**src/rtl/sprite_rom_arbiter_if.sv**
```systemverilog
// Bundle of the four requester ports and the shared shape-memory port.
// slave: arbiter side. master: requesters plus memory model side.
interface sprite_rom_arbiter_if #(
   parameter int unsigned ADDR_W = 8,
   parameter int unsigned DATA_W = 64
);
   logic [3:0]          req;
   logic [4*ADDR_W-1:0] req_addr;
   logic [3:0]          ack;
   logic [DATA_W-1:0]   rd_data;
   logic [1:0]          grant_id;
   logic                busy;
   logic [ADDR_W-1:0]   rom_addr;
   logic                rom_en;
   logic [DATA_W-1:0]   rom_data;

   modport slave (
      input  req, req_addr, rom_data,
      output ack, rd_data, grant_id, busy, rom_addr, rom_en
   );

   modport master (
      output req, req_addr, rom_data,
      input  ack, rd_data, grant_id, busy, rom_addr, rom_en
   );
endinterface

```
**src/rtl/sprite_rom_arbiter.sv**
```systemverilog
// Four-requester arbiter that shares one shape-memory read port (IDLE/ISSUE/WAIT/RESP).
// Define SPRITE_ARB_FIXED_PRIO_EN for fixed priority (req[0] highest); default is round-robin.
module sprite_rom_arbiter #(
   parameter int unsigned ADDR_W  = 8,
   parameter int unsigned DATA_W  = 64,
   parameter int unsigned ROM_LAT = 1
) (
   input logic                 clk,
   input logic                 reset,
   sprite_rom_arbiter_if.slave bus
);
   localparam int unsigned CNT_W = 2;

   typedef enum logic [1:0] {IDLE, ISSUE, WAIT, RESP} state_t;

   state_t              state;
   logic [CNT_W-1:0]    wait_cnt;
   logic [1:0]          grant_q;
   logic [3:0]          ack_q;
   logic                busy_q;
   logic                rom_en_q;
   logic [ADDR_W-1:0]   rom_addr_q;
   logic [DATA_W-1:0]   data_q;

   logic [1:0]          win_c;
   logic                found_c;
   logic [ADDR_W-1:0]   win_addr_c;

`ifdef SPRITE_ARB_FIXED_PRIO_EN
   // Lowest index wins.
   always_comb begin
      win_c   = '0;
      found_c = 1'b0;
      for (int i = 3; i >= 0; i--) begin
         if (bus.req[i]) begin
            found_c = 1'b1;
            win_c   = 2'(i);
         end
      end
   end
`else
   logic [1:0] ptr;
   logic [3:0] mask;
   logic [3:0] elig_c;
   logic [1:0] idx_c;

   // Search from the requester after the last grant; the just-acked one is masked for one IDLE cycle.
   always_comb begin
      elig_c  = bus.req & ~mask;
      win_c   = '0;
      found_c = 1'b0;
      idx_c   = '0;
      for (int i = 0; i < 4; i++) begin
         idx_c = 2'(32'(ptr) + 32'(i) + 32'd1);
         if (!found_c && elig_c[idx_c]) begin
            found_c = 1'b1;
            win_c   = idx_c;
         end
      end
   end
`endif

   always_comb begin
      win_addr_c = '0;
      for (int k = 0; k < 4; k++) begin
         if (win_c == 2'(k)) win_addr_c = bus.req_addr[k*ADDR_W +: ADDR_W];
      end
   end

   always_ff @(posedge clk or negedge reset) begin
      if (!reset) begin
         state      <= IDLE;
         wait_cnt   <= '0;
         grant_q    <= '0;
         ack_q      <= '0;
         busy_q     <= 1'b0;
         rom_en_q   <= 1'b0;
         rom_addr_q <= '0;
         data_q     <= '0;
`ifndef SPRITE_ARB_FIXED_PRIO_EN
         ptr        <= 2'd3;
         mask       <= '0;
`endif
      end else begin
         ack_q    <= '0;
         rom_en_q <= 1'b0;
         case (state)
            IDLE: begin
`ifndef SPRITE_ARB_FIXED_PRIO_EN
               mask <= '0;
`endif
               if (found_c) begin
                  grant_q    <= win_c;
                  rom_addr_q <= win_addr_c;
                  rom_en_q   <= 1'b1;
                  busy_q     <= 1'b1;
                  state      <= ISSUE;
               end
            end
            ISSUE: begin
               wait_cnt <= CNT_W'(ROM_LAT - 1);
               state    <= WAIT;
            end
            WAIT: begin
               if (wait_cnt == '0) begin
                  data_q <= bus.rom_data;
                  ack_q  <= 4'b0001 << grant_q;
                  state  <= RESP;
               end else begin
                  wait_cnt <= wait_cnt - CNT_W'(1);
               end
            end
            RESP: begin
               busy_q <= 1'b0;
               state  <= IDLE;
`ifndef SPRITE_ARB_FIXED_PRIO_EN
               ptr    <= grant_q;
               mask   <= 4'b0001 << grant_q;
`endif
            end
            default: state <= IDLE;
         endcase
      end
   end

   assign bus.ack      = ack_q;
   assign bus.rd_data  = data_q;
   assign bus.grant_id = grant_q;
   assign bus.busy     = busy_q;
   assign bus.rom_addr = rom_addr_q;
   assign bus.rom_en   = rom_en_q;
endmodule

```
**src/flat_wrapper.sv**
```systemverilog
// flat-port wrapper written by rule: the top's interface ports become plain ports
module sprite_rom_arbiter_flat 
#(
   parameter int unsigned ADDR_W  = 8,
   parameter int unsigned DATA_W  = 64,
   parameter int unsigned ROM_LAT = 1
)
  (clk, reset, bus_req, bus_req_addr, bus_rom_data, bus_ack, bus_rd_data, bus_grant_id, bus_busy, bus_rom_addr, bus_rom_en);
  sprite_rom_arbiter_if #(.ADDR_W(ADDR_W), .DATA_W(DATA_W)) bus_i ();
  input logic clk;
  input logic reset;
  input wire logic [$bits(bus_i.req)-1:0] bus_req;
  input wire logic [$bits(bus_i.req_addr)-1:0] bus_req_addr;
  input wire logic [$bits(bus_i.rom_data)-1:0] bus_rom_data;
  output wire logic [$bits(bus_i.ack)-1:0] bus_ack;
  output wire logic [$bits(bus_i.rd_data)-1:0] bus_rd_data;
  output wire logic [$bits(bus_i.grant_id)-1:0] bus_grant_id;
  output wire logic [$bits(bus_i.busy)-1:0] bus_busy;
  output wire logic [$bits(bus_i.rom_addr)-1:0] bus_rom_addr;
  output wire logic [$bits(bus_i.rom_en)-1:0] bus_rom_en;
  assign bus_i.req = bus_req;
  assign bus_i.req_addr = bus_req_addr;
  assign bus_i.rom_data = bus_rom_data;
  assign bus_ack = bus_i.ack;
  assign bus_rd_data = bus_i.rd_data;
  assign bus_grant_id = bus_i.grant_id;
  assign bus_busy = bus_i.busy;
  assign bus_rom_addr = bus_i.rom_addr;
  assign bus_rom_en = bus_i.rom_en;
  sprite_rom_arbiter #(.ADDR_W(ADDR_W), .DATA_W(DATA_W), .ROM_LAT(ROM_LAT)) u_core (.clk(clk), .reset(reset), .bus(bus_i));
endmodule
```
**config.mk**
```make
export PLATFORM = sky130hd
export DESIGN_NAME = sprite_rom_arbiter_flat
export DESIGN_NICKNAME = d
export VERILOG_FILES = /design/src/rtl/sprite_rom_arbiter_if.sv /design/src/rtl/sprite_rom_arbiter.sv /design/src/flat_wrapper.sv
export SDC_FILE = /design/constraint.sdc
export NUM_CORES = 1
export LEC_CHECK = 0
export BUFFER_PORTS_ARGS = -buffer_cell sky130_fd_sc_hd__clkbuf_2
export CAP_MARGIN = 0
export CORE_UTILIZATION = 50
export DETAILED_ROUTE_END_ITERATION = 10
export PLACE_DENSITY_LB_ADDON = 0.25
export SLEW_MARGIN = 20
export SYNTH_ARGS = -nofsm -noshare
export SYNTH_HDL_FRONTEND = slang
export SYNTH_SLANG_ARGS = --single-unit
```
**constraint.sdc**
```tcl
create_clock -name clk -period 3.5 [get_ports clk]
set_input_delay 0.525 -clock clk [delete_from_list [all_inputs] [get_ports clk]]
set_output_delay 0.525 -clock clk [all_outputs]
set_load 0.05 [all_outputs]
```
# Word level (Yosys, flattened, before mapping)
# Cells that the tools add are included.
# Widths: inputs -> output; s select.
# word_totals
regBits	90
latchBits	0
mem_bits_rw	0
romBits	0
input_bits	102
out_inout_bits	80
word_cells	81
n_memories	0
# op_classes
n_addsub	7
n_mul	0
div	0
order_cmp	4
n_eq_ne	9
shift	1
mux	32
n_bitwise	2
n_reduce_logical	16
# ops
cell	count
$mux 8	4
$mux 2	7
$lt 2x3->1 const B	4
$mux 1	11
$reduce_and 2->1	5
$add 2x1->2 const B	4
$bmux 1 s2	4
$eq 2x2->1 const B	4
$mux 4	2
$pmux 2 s4	1
$pmux 4 s2	1
$logic_not 2->1	3
$add 2x2->2 const B	2
$and 4x4->4	1
$eq 2x1->1 const B	2
$ne 2x1->1 const B	2
$not 4->4	1
$pmux 2 s2	1
$reduce_bool 2->1	2
$shl 1x2->4 const A	1
$logic_and 1x1->1	3
$logic_not 1->1	3
$ne 2x2->1 const B	1
$pmux 1 s2	1
$sub 2x1->2 const B	1

# Longest topological paths before layout
# Gate-level depths: netlist (run 1).
# logic_depth
ltp_word	19
mapped_depth	7
depth_no_buf	6

# Worst setup path after synthesis (run 1)
# No wires, ideal clock.
# synth_path
path_kind	in2reg
from	input port bus_req[1]
to	register u_core.rom_addr_q[0] (netlist: u_core.bus.rom_addr[0])
setup_time_ps	132
arrival_ps	1694
required_time_ps	3368
setup_slack_ps	1673
path_stages	6
path_buffers	1
cell_sequence	nor2b_1 -> or4_4 -> nand2_8 -> or2_4 -> buf_12 -> o221ai_2
# synth_between
elab_chain_len	18
elab_cells_between_ends	32
cone_classes	eq/ne: 3; mux: 20; bitwise: 1; reduce/logical: 8
# synth_lines
item	line	text
from (decl)	flat_wrapper.sv:12	input wire logic [$bits(bus_i.req)-1:0] bus_req;
$and 4x4->4 (*)	sprite_rom_arbiter.sv:49	elig_c = bus.req & ~mask;
$bmux 1 s2	sprite_rom_arbiter.sv:55	if (!found_c && elig_c[idx_c]) begin
$mux 1 (implied by the code)	sprite_rom_arbiter.sv:55	
$mux 1	sprite_rom_arbiter.sv:55	
$logic_not 1->1	sprite_rom_arbiter.sv:55	
$logic_and 1x1->1	sprite_rom_arbiter.sv:55	
$mux 1	sprite_rom_arbiter.sv:55	
$logic_not 1->1	sprite_rom_arbiter.sv:55	
$logic_and 1x1->1	sprite_rom_arbiter.sv:55	
$mux 1	sprite_rom_arbiter.sv:55	
$logic_not 1->1	sprite_rom_arbiter.sv:55	
$logic_and 1x1->1	sprite_rom_arbiter.sv:55	
$mux 2	sprite_rom_arbiter.sv:55	
$logic_not 2->1	sprite_rom_arbiter.sv:66	if (win_c == 2'(k)) win_addr_c = bus.req_addr[k*ADDR_W +: ADDR_W];
$mux 8 (4 in series)	sprite_rom_arbiter.sv:66	
to (signal assigned)	sprite_rom_arbiter.sv:94	rom_addr_q <= win_addr_c;
to (decl)	sprite_rom_arbiter.sv:22	logic [ADDR_W-1:0] rom_addr_q;
# Mark *: on every way between the ends. The rest lies on a longest branch, timed or not. The select of a mux whose other input is x is not followed.
# A chain may end at the register's enable or synchronous reset.

# Final worst setup path (run 1)
# layout_path
from	register u_core.state[0]
to	register u_core.data_q[0] (netlist: u_core.bus.rd_data[0])
# layout_between
elab_chain_len	2
# layout_lines
item	line	text
from (decl)	sprite_rom_arbiter.sv:16	state_t state;
from (signal assigned)	sprite_rom_arbiter.sv:72	state <= IDLE;
from (signal assigned)	sprite_rom_arbiter.sv:97	state <= ISSUE;
from (signal assigned)	sprite_rom_arbiter.sv:102	state <= WAIT;
$eq 2x2->1	sprite_rom_arbiter.sv:87	case (state)
$reduce_and 2->1 (no source line)	-	
to (signal assigned)	sprite_rom_arbiter.sv:106	data_q <= bus.rom_data;
to (decl)	sprite_rom_arbiter.sv:23	logic [DATA_W-1:0] data_q;
# No other way between the ends.

==> flow_metrics.py, run 1 <==
metrics = {
    "routing": {
        "drt_pass1_iterations": 4,
        "detail-route-antenna-nets": 0,
        "dr.max_layer_used": "met4",
        "route.detailed.wl_per_inst_um": 14.2,
        "detailroute.via_count": 2777,
        "post-route-drc-count": 0,
        "drt-met1-wl_um": 3260,
        "wl_met3_um": 541,
        "met2RoutedLength_um": 3940,
        "initial_drt_markers": 49,
        "wirelength_um": 7860,
        "avgViaCountPerCell": 5.02,
    },
    "clock_network": {
        "postCtsSetupBuffers": 0,
        "clock_edge_transition_at_the_registers_on_the_reported_setup_and_hold_paths_ns": 0.09,
        "clock-root-buffer": "clkbuf_8",
        "numCtsBuffers": 9,
        "cts_sinks": 90,
        "post_cts_resized": 0,
        "clock_latency_ns": 0.35,
        "cts_buffer_depth": 2,
        "cts_hold_buffers": 0,
        "h-tree-depth": 3,
        "tritoncts": "built",
    },
    "global_routing": {
        "globalRoute.totalOverflow": 0,
        "wire_length_of_the_first_global_routing_pass_um": 12000,
        "grt_usage_pct": 20.1,
        "antenna_violations_before_repair": 0,
        "grt_pass1_vias": 2686,
        "grt_start_max_net_pins": 91,
    },
    "synthesis": {
        "async_reset_ff_share_pct": 100,
        "synth_largest_area_cell": "dfrtp_1",
        "mappedNetlistArea_um2": 3830,
        "synth_fp_nets": 374,
        "postSynth.topFlopCell": "dfrtp_1",
        "synth_cells": 266,
        "seq_area_frac_synth_pct": 58.9,
        "synth_area_per_cell_um2": 14.4,
        "synth.top_cell.area_share_pct": 57.5,
        "synth_enable_flop_cells": 0,
        "synth_cell_types": 40,
        "yosys_register_bits": 90,
        "yosysWarnings": 0,
        "synthTopCellsByArea": "dfrtp_1, mux2_1, mux2i_1",
    },
    "floorplan": {
        "die_area_um2": 8020,
        "die_x_um": 89.5,
        "floorplan.die.height_um": 89.5,
        "design.core.area_um2": 7330,
        "start_util_pct": 52.3,
        "row_count": 31,
        "num_ports": 182,
    },
    "critical_path": {
        "rr_endpoint": "u_core.bus.rd_data[0]$_DFFE_PN0P_",
        "critPathMaxStageDelay_ns": 0.44,
        "r2r_start": "u_core.state[0]$_DFFE_PN0P_",
        "worstPathArrival_ns": 2.30,
        "slowest_cell_on_the_critical_path": "nand2_2",
        "timing.critical_path.from_type": "flip-flop",
        "cp-end-kind": "flip-flop",
        "timing.reg2reg.worst_path_depth": 5,
        "regToRegSetupSlack_ns": 1.42,
        "critical_path.cell_chain": "inv_1 > ha_1 > nand2_2 > buf_12 > mux2_1",
        "cp_data_required_time_ns": 3.72,
        "setup.worst_path.class": "reg -> reg",
        "crit_path_max_fanout": 48,
    },
    "timing": {
        "max_slew.worst_pin.slew_ns": 0.774,
        "hold_ws_ns": 0.236,
        "slew_headroom_pct": 48.4,
        "fin_tns_setup_ns": 0,
        "rsz0062_at_grt": "false",
        "skew_ns": 0.0137,
        "timing.final.setup_violations": 0,
        "fin_crit_ns": 2.08,
        "final_hold_viol_count": 0,
        "finalCritPeriodShare_pct": 59.4,
        "maxSlewViolCount": 0,
        "max_freq_mhz": 481,
    },
    "final_layout": {
        "final_cell_mix": "clkbuf_2, dfrtp_1, mux2_1, mux2i_1, nand2_1",
        "syn_to_final_growth_pct": 31.5,
        "antenna_cells": 0,
        "leading_cell_type_in_the_layout_fill_and_taps_excluded": "clkbuf_2",
        "layout.cells.non_filler": 553,
        "filler_cell_count": 580,
        "number_of_nets_in_the_layout": 557,
        "drive_above_1_share_pct": 48.7,
    },
    "placed_design": {
        "place_hpwl_um": 6010,
        "port_buffers": 181,
        "dp.cells": 537,
        "gp_routability_congestion": 0.968,
    },
    "run": {
        "max_cap_viol_count": 0,
    },
    "hold_path": {
        "holdCritPathClass": "in -> async",
    },
    "status": {
        "run_status": "finished clean",
    },
}
[critical path, delay by kind of cell (launching register included)]
kind,cells,cell delay [ns]
buffers and inverters,2,0.40
flip-flops,1,0.41
AND/OR/NAND/NOR,1,0.44
multiplexers,1,0.36
adder cells (fa/ha/maj),1,0.31
[cell families after synthesis]
kind of cell	synth area share (%)
compound gates	6.47
xor+xnor	0.229
fa+ha+maj	1.96
buf+inv	2.94
flops	58.9
mux	23.9
simple gates	5.62
[metrics by stage]
step | cell area, um2 | utilization [%] | worst slack, ns
after floorplan | 3830 | - | 1.67
after global placement | 4830 | 65.9 | 1.49
after detailed placement | 4830 | 65.9 | 1.42
after CTS | 5040 | 68.7 | 1.41
after global routing | 5040 | 68.7 | 1.27
final | 5040 | 68.7 | 1.42
[layout make-up]
type	count	area (um2)	share of cell area, %
inverter	10	40.0	0.794
clock inverter	6	65.1	1.29
tap	99	124	2.46
multi-input combinational	155	1480	29.3
timing repair buffer	183	940	18.6
sequential	90	2250	44.7
clock buffer	10	138	2.73
[cells in the mapped netlist (all sizes together) (2+ instances only)]
cell type and n:
dfstp 2, ha 6, buf 10, nand3b 2, mux2i 17, a21oi 3, o221ai 9, nand3 2
nor2b 4, nand2b 2, nand2 19, inv 10, dfrtp 88, mux2 66, nor2 4, a32o 2
o21ai 5, o31ai 3, nor3 4
[sequential cells by signal, indices dropped and copies added, names as in the netlist]
signal,flops
u_core.bus.ack,4
u_core.bus.busy,1
u_core.bus.grant_id,2
u_core.bus.rd_data,64
u_core.bus.rom_addr,8
u_core.bus.rom_en,1
u_core.mask,4
u_core.ptr,2
u_core.state,2
u_core.wait_cnt,2
[worst max path at each step]
stage,start,to
after global placement,bus_req[2],u_core.bus.rom_addr[4]$_DFFE_PN0P_
after CTS,u_core.state[0]$_DFFE_PN0P_,u_core.bus.rd_data[36]$_DFFE_PN0P_
final,u_core.state[0]$_DFFE_PN0P_,u_core.bus.rd_data[0]$_DFFE_PN0P_
after global routing,u_core.state[0]$_DFFE_PN0P_,u_core.bus.rd_data[4]$_DFFE_PN0P_
after detailed placement,u_core.state[0]$_DFFE_PN0P_,u_core.bus.rd_data[36]$_DFFE_PN0P_
after floorplan,bus_req[1],u_core.bus.rom_addr[0]$_DFFE_PN0P_
[metal layers]
layer | up-vias | global-route usage (%)
met1 | 1341 | 23.5
met2 | 113 | 35.3
met3 | 12 | 4.99
met4 | 0 | 8.37
met5 | - | 0
li1 | 1311 | -
Power of run 1 is left out: the tool's default activity adds up to more than one toggle a clock period on the data nets, which glitch-free logic cannot reach.
==> run 2: changes to the inputs <==
--- a/config.mk
+++ b/config.mk
@@ -5,9 +5,10 @@
 export SDC_FILE = /design/constraint.sdc
 export NUM_CORES = 1
 export LEC_CHECK = 0
+export ABC_AREA = 1
 export BUFFER_PORTS_ARGS = -buffer_cell sky130_fd_sc_hd__clkbuf_2
 export CAP_MARGIN = 0
-export CORE_UTILIZATION = 50
+export CORE_UTILIZATION = 43
 export DETAILED_ROUTE_END_ITERATION = 10
 export PLACE_DENSITY_LB_ADDON = 0.25
 export SLEW_MARGIN = 20
==> constraint.sdc (replaced) <==
create_clock -name clk -period 1.89 [get_ports clk]
set_input_delay 0.2835 -clock clk [delete_from_list [all_inputs] [get_ports clk]]
set_output_delay 0.2835 -clock clk [all_outputs]
set_load 0.05 [all_outputs]
==> flow_metrics.py, run 2 <==
metrics = {
    "status": {
        "run_status": "finished, violations left",
        "failed_checks": "setup timing",
    },
    "synthesis": {
        "synthMuxAreaShare_pct": 0,
        "yosysWarnings": 0,
        "synth.top_cell.area_share_pct": 54.3,
        "synth_cells": 488,
        "top_cells_by_count_synth": "nand2_1, dfrtp_1, nand3_1, inv_1, clkbuf_1",
        "yosys_register_bits": 90,
        "mappedNetlistArea_um2": 4050,
        "synth_largest_area_cell": "dfrtp_1",
        "synthTopCellsByArea": "dfrtp_1, nand2_1, nand3_1",
        "async_reset_ff_share_pct": 100,
        "yosys.area_share.simple_pct": 34.6,
        "synthXorXnorAreaFrac_pct": 0,
        "synth_area_per_cell_um2": 8.31,
        "postSynth.topFlopCell": "dfrtp_1",
        "synth_fa_ha_area_share_pct": 1.85,
        "synth_enable_flop_cells": 0,
        "synth_top_family_by_area": "simple AND/OR/NAND/NOR gates",
        "seq_area_frac_synth_pct": 55.6,
        "synth_most_common_cell": "nand2_1",
        "synth_fp_nets": 596,
        "complex_gate_fraction_of_the_synthesized_area_pct": 3.12,
        "synth_cell_types": 27,
    },
    "timing": {
        "final_hold_viol_count": 0,
        "slack_of_the_critical_path_ns": -0.138,
        "timing.final.setup_violations": 11,
        "max_slew.worst_pin.slew_ns": 0.450,
        "rsz0062_at_grt": "true",
        "maxSlewViolCount": 0,
        "fin_crit_ns": 2.03,
        "slew_headroom_pct": 70.0,
        "finalCritPeriodShare_pct": 107,
        "skew_ns": 0.0135,
        "max_freq_mhz": 493,
    },
    "final_layout": {
        "syn_to_final_growth_pct": 37.2,
        "largest_register_ff_count": 64,
        "drive_above_1_share_pct": 39.0,
        "leading_cell_type_in_the_layout_fill_and_taps_excluded": "nand2_1",
        "antenna_cells": 0,
        "postLayoutCoreUtil_pct": 60.5,
        "number_of_nets_in_the_layout": 796,
        "final_cell_mix": "nand2_1, clkbuf_2, dfrtp_1, inv_1, nand2_2",
        "filler_cell_count": 841,
    },
    "floorplan": {
        "die_area_um2": 9820,
        "floorplan.die.height_um": 99.1,
        "die_x_um": 99.1,
        "row_count": 35,
        "start_util_pct": 44.1,
        "num_ports": 182,
        "design.core.area_um2": 9200,
    },
    "critical_path": {
        "cpLargestDelayFamily": "simple AND/OR/NAND/NOR gates",
        "cp-end-kind": "flip-flop",
        "worst-path-buf-inv": 2,
        "regToRegSetupSlack_ns": -0.14,
        "worstPathArrival_ns": 2.26,
        "timing.critical_path.from_type": "flip-flop",
        "r2r_start": "u_core.ptr[0]$_DFFE_PN1P_",
        "crit_path_start": "u_core.ptr[0]$_DFFE_PN1P_",
        "timing.reg2reg.worst_path_depth": 14,
        "critical_path.endpoint": "u_core.bus.rom_addr[4]$_DFFE_PN0P_",
        "critical_path.cell_chain": "inv_6 > nand2_1 > nand2_2 > nand2_2 > nand2_2 > nand2_1 > nand2_2 > nor2_4 > nand2_4 > buf_4 > nand3_1 > nand4_1 > nand2_1 > nand2_1",
        "cp_data_required_time_ns": 2.13,
        "setup.worst_path.class": "reg -> reg",
        "slowest_cell_on_the_critical_path": "dfstp_2",
        "crit_path_max_fanout": 8,
        "rr_endpoint": "u_core.bus.rom_addr[4]$_DFFE_PN0P_",
        "critPathMaxStageDelay_ns": 0.66,
        "instance_count_on_the_critical_path": 14,
    },
    "global_routing": {
        "grt_pass1_vias": 3821,
        "grt_start_max_net_pins": 70,
        "antenna_violations_before_repair": 0,
        "grt_usage_pct": 21.0,
        "wire_length_of_the_first_global_routing_pass_um": 16600,
        "globalRoute.totalOverflow": 0,
    },
    "clock_network": {
        "h-tree-depth": 3,
        "numCtsBuffers": 9,
        "clock-root-buffer": "clkbuf_8",
        "cts_sinks": 90,
        "clock_edge_transition_at_the_registers_on_the_reported_setup_and_hold_paths_ns": 0.09,
        "tritoncts": "built",
        "clock_latency_ns": 0.35,
        "cts_buffer_depth": 2,
    },
    "hold_path": {
        "min_delay_path_depth": 3,
        "holdCritPathClass": "in -> reg",
    },
    "routing": {
        "wirelength_um": 10100,
        "route.detailed.wl_per_inst_um": 12.5,
        "detail-route-antenna-nets": 0,
        "initial_drt_markers": 142,
        "drt_pass1_iterations": 6,
        "detailroute.via_count": 3808,
        "post-route-drc-count": 0,
        "avgViaCountPerCell": 4.74,
    },
    "run": {
        "max_cap_viol_count": 0,
    },
    "placed_design": {
        "place_hpwl_um": 7390,
        "gp_routability_congestion": 0.834,
        "port_buffers": 181,
    },
}
==> run 2: repair_timing <==
item	CTS	global route
hold buffers	1	0
buffers inserted	4	2
pin swaps	4	14
gates cloned	0	2
endpoints found under the setup margin	11	13
hold endpoints to repair	30	0
resized for setup	11	19
==> run 2: how the worst min path moves through the flow <==
stage          slack [ns]             start                            endpoint
6_report             0.12  bus_rom_data[44]  u_core.bus.rd_data[44]$_DFFE_PN0P_
5_1_grt              0.12  bus_rom_data[51]  u_core.bus.rd_data[51]$_DFFE_PN0P_
4_1_cts              0.11  bus_rom_data[44]  u_core.bus.rd_data[44]$_DFFE_PN0P_
3_5_place_dp         0.26             reset  u_core.bus.rd_data[21]$_DFFE_PN0P_
3_3_place_gp         0.26             reset  u_core.bus.rd_data[25]$_DFFE_PN0P_
2_1_floorplan       -0.01             reset         u_core.bus.ack[0]$_DFF_PN0_
==> run 2: final cells by class <==
cell class,instances,area [um2],share of cell area (%)
repair buffers,204,1140,20.5
well taps,111,139,2.50
inverters,25,98.8,1.78
clock inverters,4,76.3,1.37
flip-flops and latches,90,2250,40.5
multi-input cells,358,1710,30.8
clock buffers,11,141,2.54
==> run 2: per-stage QoR <==
stage / setup slack [ns] / area (um2) / std cells / hold slack, ns / TNS (ns)
2_1_floorplan: 0.0292 / 4050 / 488 / -0.0121 / 0
3_3_place_gp: -0.114 / 5180 / 779 / 0.257 / -0.900
3_5_place_dp: -0.260 / 5180 / 779 / 0.264 / -1.80
4_1_cts: -0.103 / 5460 / 799 / 0.113 / -0.644
5_1_grt: -0.287 / 5560 / 803 / 0.119 / -2.81
6_report: -0.138 / 5560 / 803 / 0.122 / -0.969
==> run 2: metal layers <==
layer  part of all wire (%)  wire length (um)  global-route usage [%]  up-vias
met2                     48              4880                    37.1      153
met5                      0                 0                       0        -
met4                    1.3               129                    6.45        0
met3                    8.1               820                    5.34       13
met1                     42              4250                    25.2     1729
li1                       -                 -                       -     1913
==> run 2: worst min-delay path: stages <==
cell,delay (ns)
clkbuf_2,0.07
nand2_1,0.04
nand2_1,0.04
==> run 2: kinds of logic (layout without fill, tap and decap cells) <==
| group | count (synthesis) | in the layout |
|---|---|---|
| simple gates | 328 | 330 |
| fa+ha+maj | 6 | 6 |
| buf+inv | 42 | 244 |
| compound gates | 22 | 22 |
| flops | 90 | 90 |
Power of run 2 is left out for the same reason.
==> run 3: changes to the inputs <==
--- a/config.mk
+++ b/config.mk
@@ -10,6 +10,7 @@
 export CAP_MARGIN = 0
 export CORE_UTILIZATION = 43
 export DETAILED_ROUTE_END_ITERATION = 10
+export GPL_TIMING_DRIVEN = 0
 export PLACE_DENSITY_LB_ADDON = 0.25
 export SLEW_MARGIN = 20
 export SYNTH_ARGS = -nofsm -noshare
==> constraint.sdc (replaced) <==
create_clock -name clk -period 1.89 [get_ports clk]
set_input_delay 0 -clock clk [delete_from_list [all_inputs] [get_ports clk]]
set_output_delay 0 -clock clk [all_outputs]
set_load 0.05 [all_outputs]
==> flow_metrics.py, run 3 (synthesis results as in run 2) <==
metrics = {
    "final_layout": {
        "syn_to_final_growth_pct": 61.8,
        "filler_cell_count": 672,
        "antenna_cells": 0,
        "ff_latch_area_um2": 2250,
        "postLayoutCoreUtil_pct": 71.3,
        "largest_register_ff_count": 64,
        "final_cell_mix": "nand2_1, clkbuf_2, dlygate4sd3_1, dfrtp_1, inv_1",
        "leading_cell_type_in_the_layout_fill_and_taps_excluded": "nand2_1",
        "number_of_nets_in_the_layout": 891,
        "multi_input_area_um2": 1800,
        "drive_above_1_share_pct": 36.2,
    },
    "floorplan": {
        "die_x_um": 99.1,
        "start_util_pct": 44.1,
        "row_count": 35,
        "floorplan.die.height_um": 99.1,
        "die_area_um2": 9820,
        "design.core.area_um2": 9200,
        "num_ports": 182,
    },
    "clock_network": {
        "cts_sinks": 90,
        "clock_latency_ns": 0.35,
        "clock_edge_transition_at_the_registers_on_the_reported_setup_and_hold_paths_ns": 0.09,
        "clock-root-buffer": "clkbuf_8",
        "h-tree-depth": 3,
        "cts_buffer_depth": 2,
        "numCtsBuffers": 9,
        "tritoncts": "built",
    },
    "timing": {
        "final_hold_viol_count": 0,
        "slack_of_the_critical_path_ns": -0.152,
        "max_slew.worst_pin.slew_ns": 0.697,
        "finalCritPeriodShare_pct": 108,
        "timing.final.setup_violations": 12,
        "hold_ws_ns": 0.0369,
        "skew_ns": 0.0126,
        "slew_headroom_pct": 53.5,
        "fin_crit_ns": 2.04,
        "max_freq_mhz": 490,
        "maxSlewViolCount": 0,
        "rsz0062_at_grt": "true",
    },
    "status": {
        "run_status": "finished, violations left",
        "failed_checks": "setup timing",
    },
    "global_routing": {
        "globalRoute.totalOverflow": 0,
        "grt_usage_pct": 26.3,
        "grt_start_max_net_pins": 91,
        "grt_pass1_vias": 4691,
        "antenna_violations_before_repair": 0,
        "wire_length_of_the_first_global_routing_pass_um": 20600,
    },
    "routing": {
        "drt_pass1_iterations": 4,
        "detail-route-antenna-nets": 0,
        "route.detailed.wl_per_inst_um": 14.4,
        "detailroute.via_count": 4401,
        "post-route-drc-count": 0,
        "wirelength_um": 12900,
        "avgViaCountPerCell": 4.90,
        "initial_drt_markers": 151,
    },
    "critical_path": {
        "worstPathArrival_ns": 2.33,
        "timing.critical_path.from_type": "flip-flop",
        "setup.worst_path.class": "reg -> reg",
        "cp-end-kind": "flip-flop",
        "crit_path_max_fanout": 8,
        "cp_data_required_time_ns": 2.18,
    },
    "hold_path": {
        "holdCritPathClass": "in -> reg",
    },
    "pwr": {
        "design_power_total_mw": 13.7,
        "max-vdd-ir-drop_mv": 1.37,
        "total_leakage_power_nw": 3.62,
        "pwr_density_cell_nw_per_um2": 2080,
    },
    "placed_design": {
        "gp_routability_congestion": 0.764,
        "port_buffers": 181,
        "place_hpwl_um": 7610,
    },
    "run": {
        "max_cap_viol_count": 0,
    },
}
==> run 3: cell type report <==
cell class                      instances  area share, %
Clock inverter                          5          0.935
Sequential cell                        90           34.4
Multi-Input combinational cell        356           27.4
Timing Repair Buffer                  284           29.7
Clock buffer                           11           2.31
Inverter                               25           1.54
Tap cell                              111           2.12
Buffer                                 17           1.70
==> run 3: repair_timing <==
| action | 4_1_cts | 5_1_grt |
|---|---|---|
| hold buffers | 88 | 0 |
| resized for setup | 36 | 33 |
| buffers inserted | 10 | 3 |
| pin swaps | 8 | 12 |
| endpoints found under the setup margin | 25 | 75 |
| cloned | 0 | 2 |
| hold endpoints to repair | 160 | 0 |
==> run 3: path summary, 6_finish.rpt <==
path | slack, ns | endpoint | from | cells past startpoint
max | -0.15 | u_core.bus.rom_addr[1]$_DFFE_PN0P_ | u_core.ptr[0]$_DFFE_PN1P_ | 14
min | 0.04 | u_core.bus.rom_addr[3]$_DFFE_PN0P_ | bus_req_addr[27] | 5
max reg2reg | -0.15 | u_core.bus.rom_addr[1]$_DFFE_PN0P_ | u_core.ptr[0]$_DFFE_PN1P_ | 14
min reg2reg | 0.48 | u_core.bus.rom_addr[5]$_DFFE_PN0P_ | u_core.bus.rom_addr[5]$_DFFE_PN0P_ | 2
max in group asynchronous | 1.14 | u_core.bus.rom_en$_DFF_PN0_ | reset | 2
min in group asynchronous | 0.27 | u_core.bus.rd_data[25]$_DFFE_PN0P_ | reset | 2
==> run 3: where the power goes <==
group          leakage [nW]  internal [mW]  switching, mW
registers              1.12           2.84          0.531
clock network        0.0982          0.688          0.673
logic                  2.41           2.58           6.36
total                  3.62           6.11           7.56
==> run 3: worst max-delay path, stage by stage, from the launching register on <==
cell and delay [ns]:
dfstp_2 0.54, buf_8 0.14, inv_8 0.06, nand3_2 0.07
nand2_1 0.08, nand2_2 0.09, nand2_4 0.06, nor2_4 0.18
nand4_4 0.16, nand2_8 0.16, buf_8 0.12, nand3_1 0.10
nand3_1 0.12, nand2_1 0.05, nand2_1 0.05
==> run 3: stage by stage <==
step	std cells	cell area (um2)	setup slack, ns	setup TNS (ns)
after detailed placement	780	5110	-0.205	-3.43
after CTS	894	6400	-0.0701	-0.422
after floorplan	488	4050	0.0292	0
final	899	6560	-0.152	-1.20
after global routing	899	6560	-0.259	-2.76
after global placement	780	5100	-0.189	-18.40
==> run 3: routing by layer <==
layer  global-route usage [%]  routed length (um)
met1                     28.4                5000
met4                     11.1                 409
met2                     48.8                6710
met5                        0                   0
met3                     6.47                 817
No activity file was read; power rests on OpenSTA's default activity.
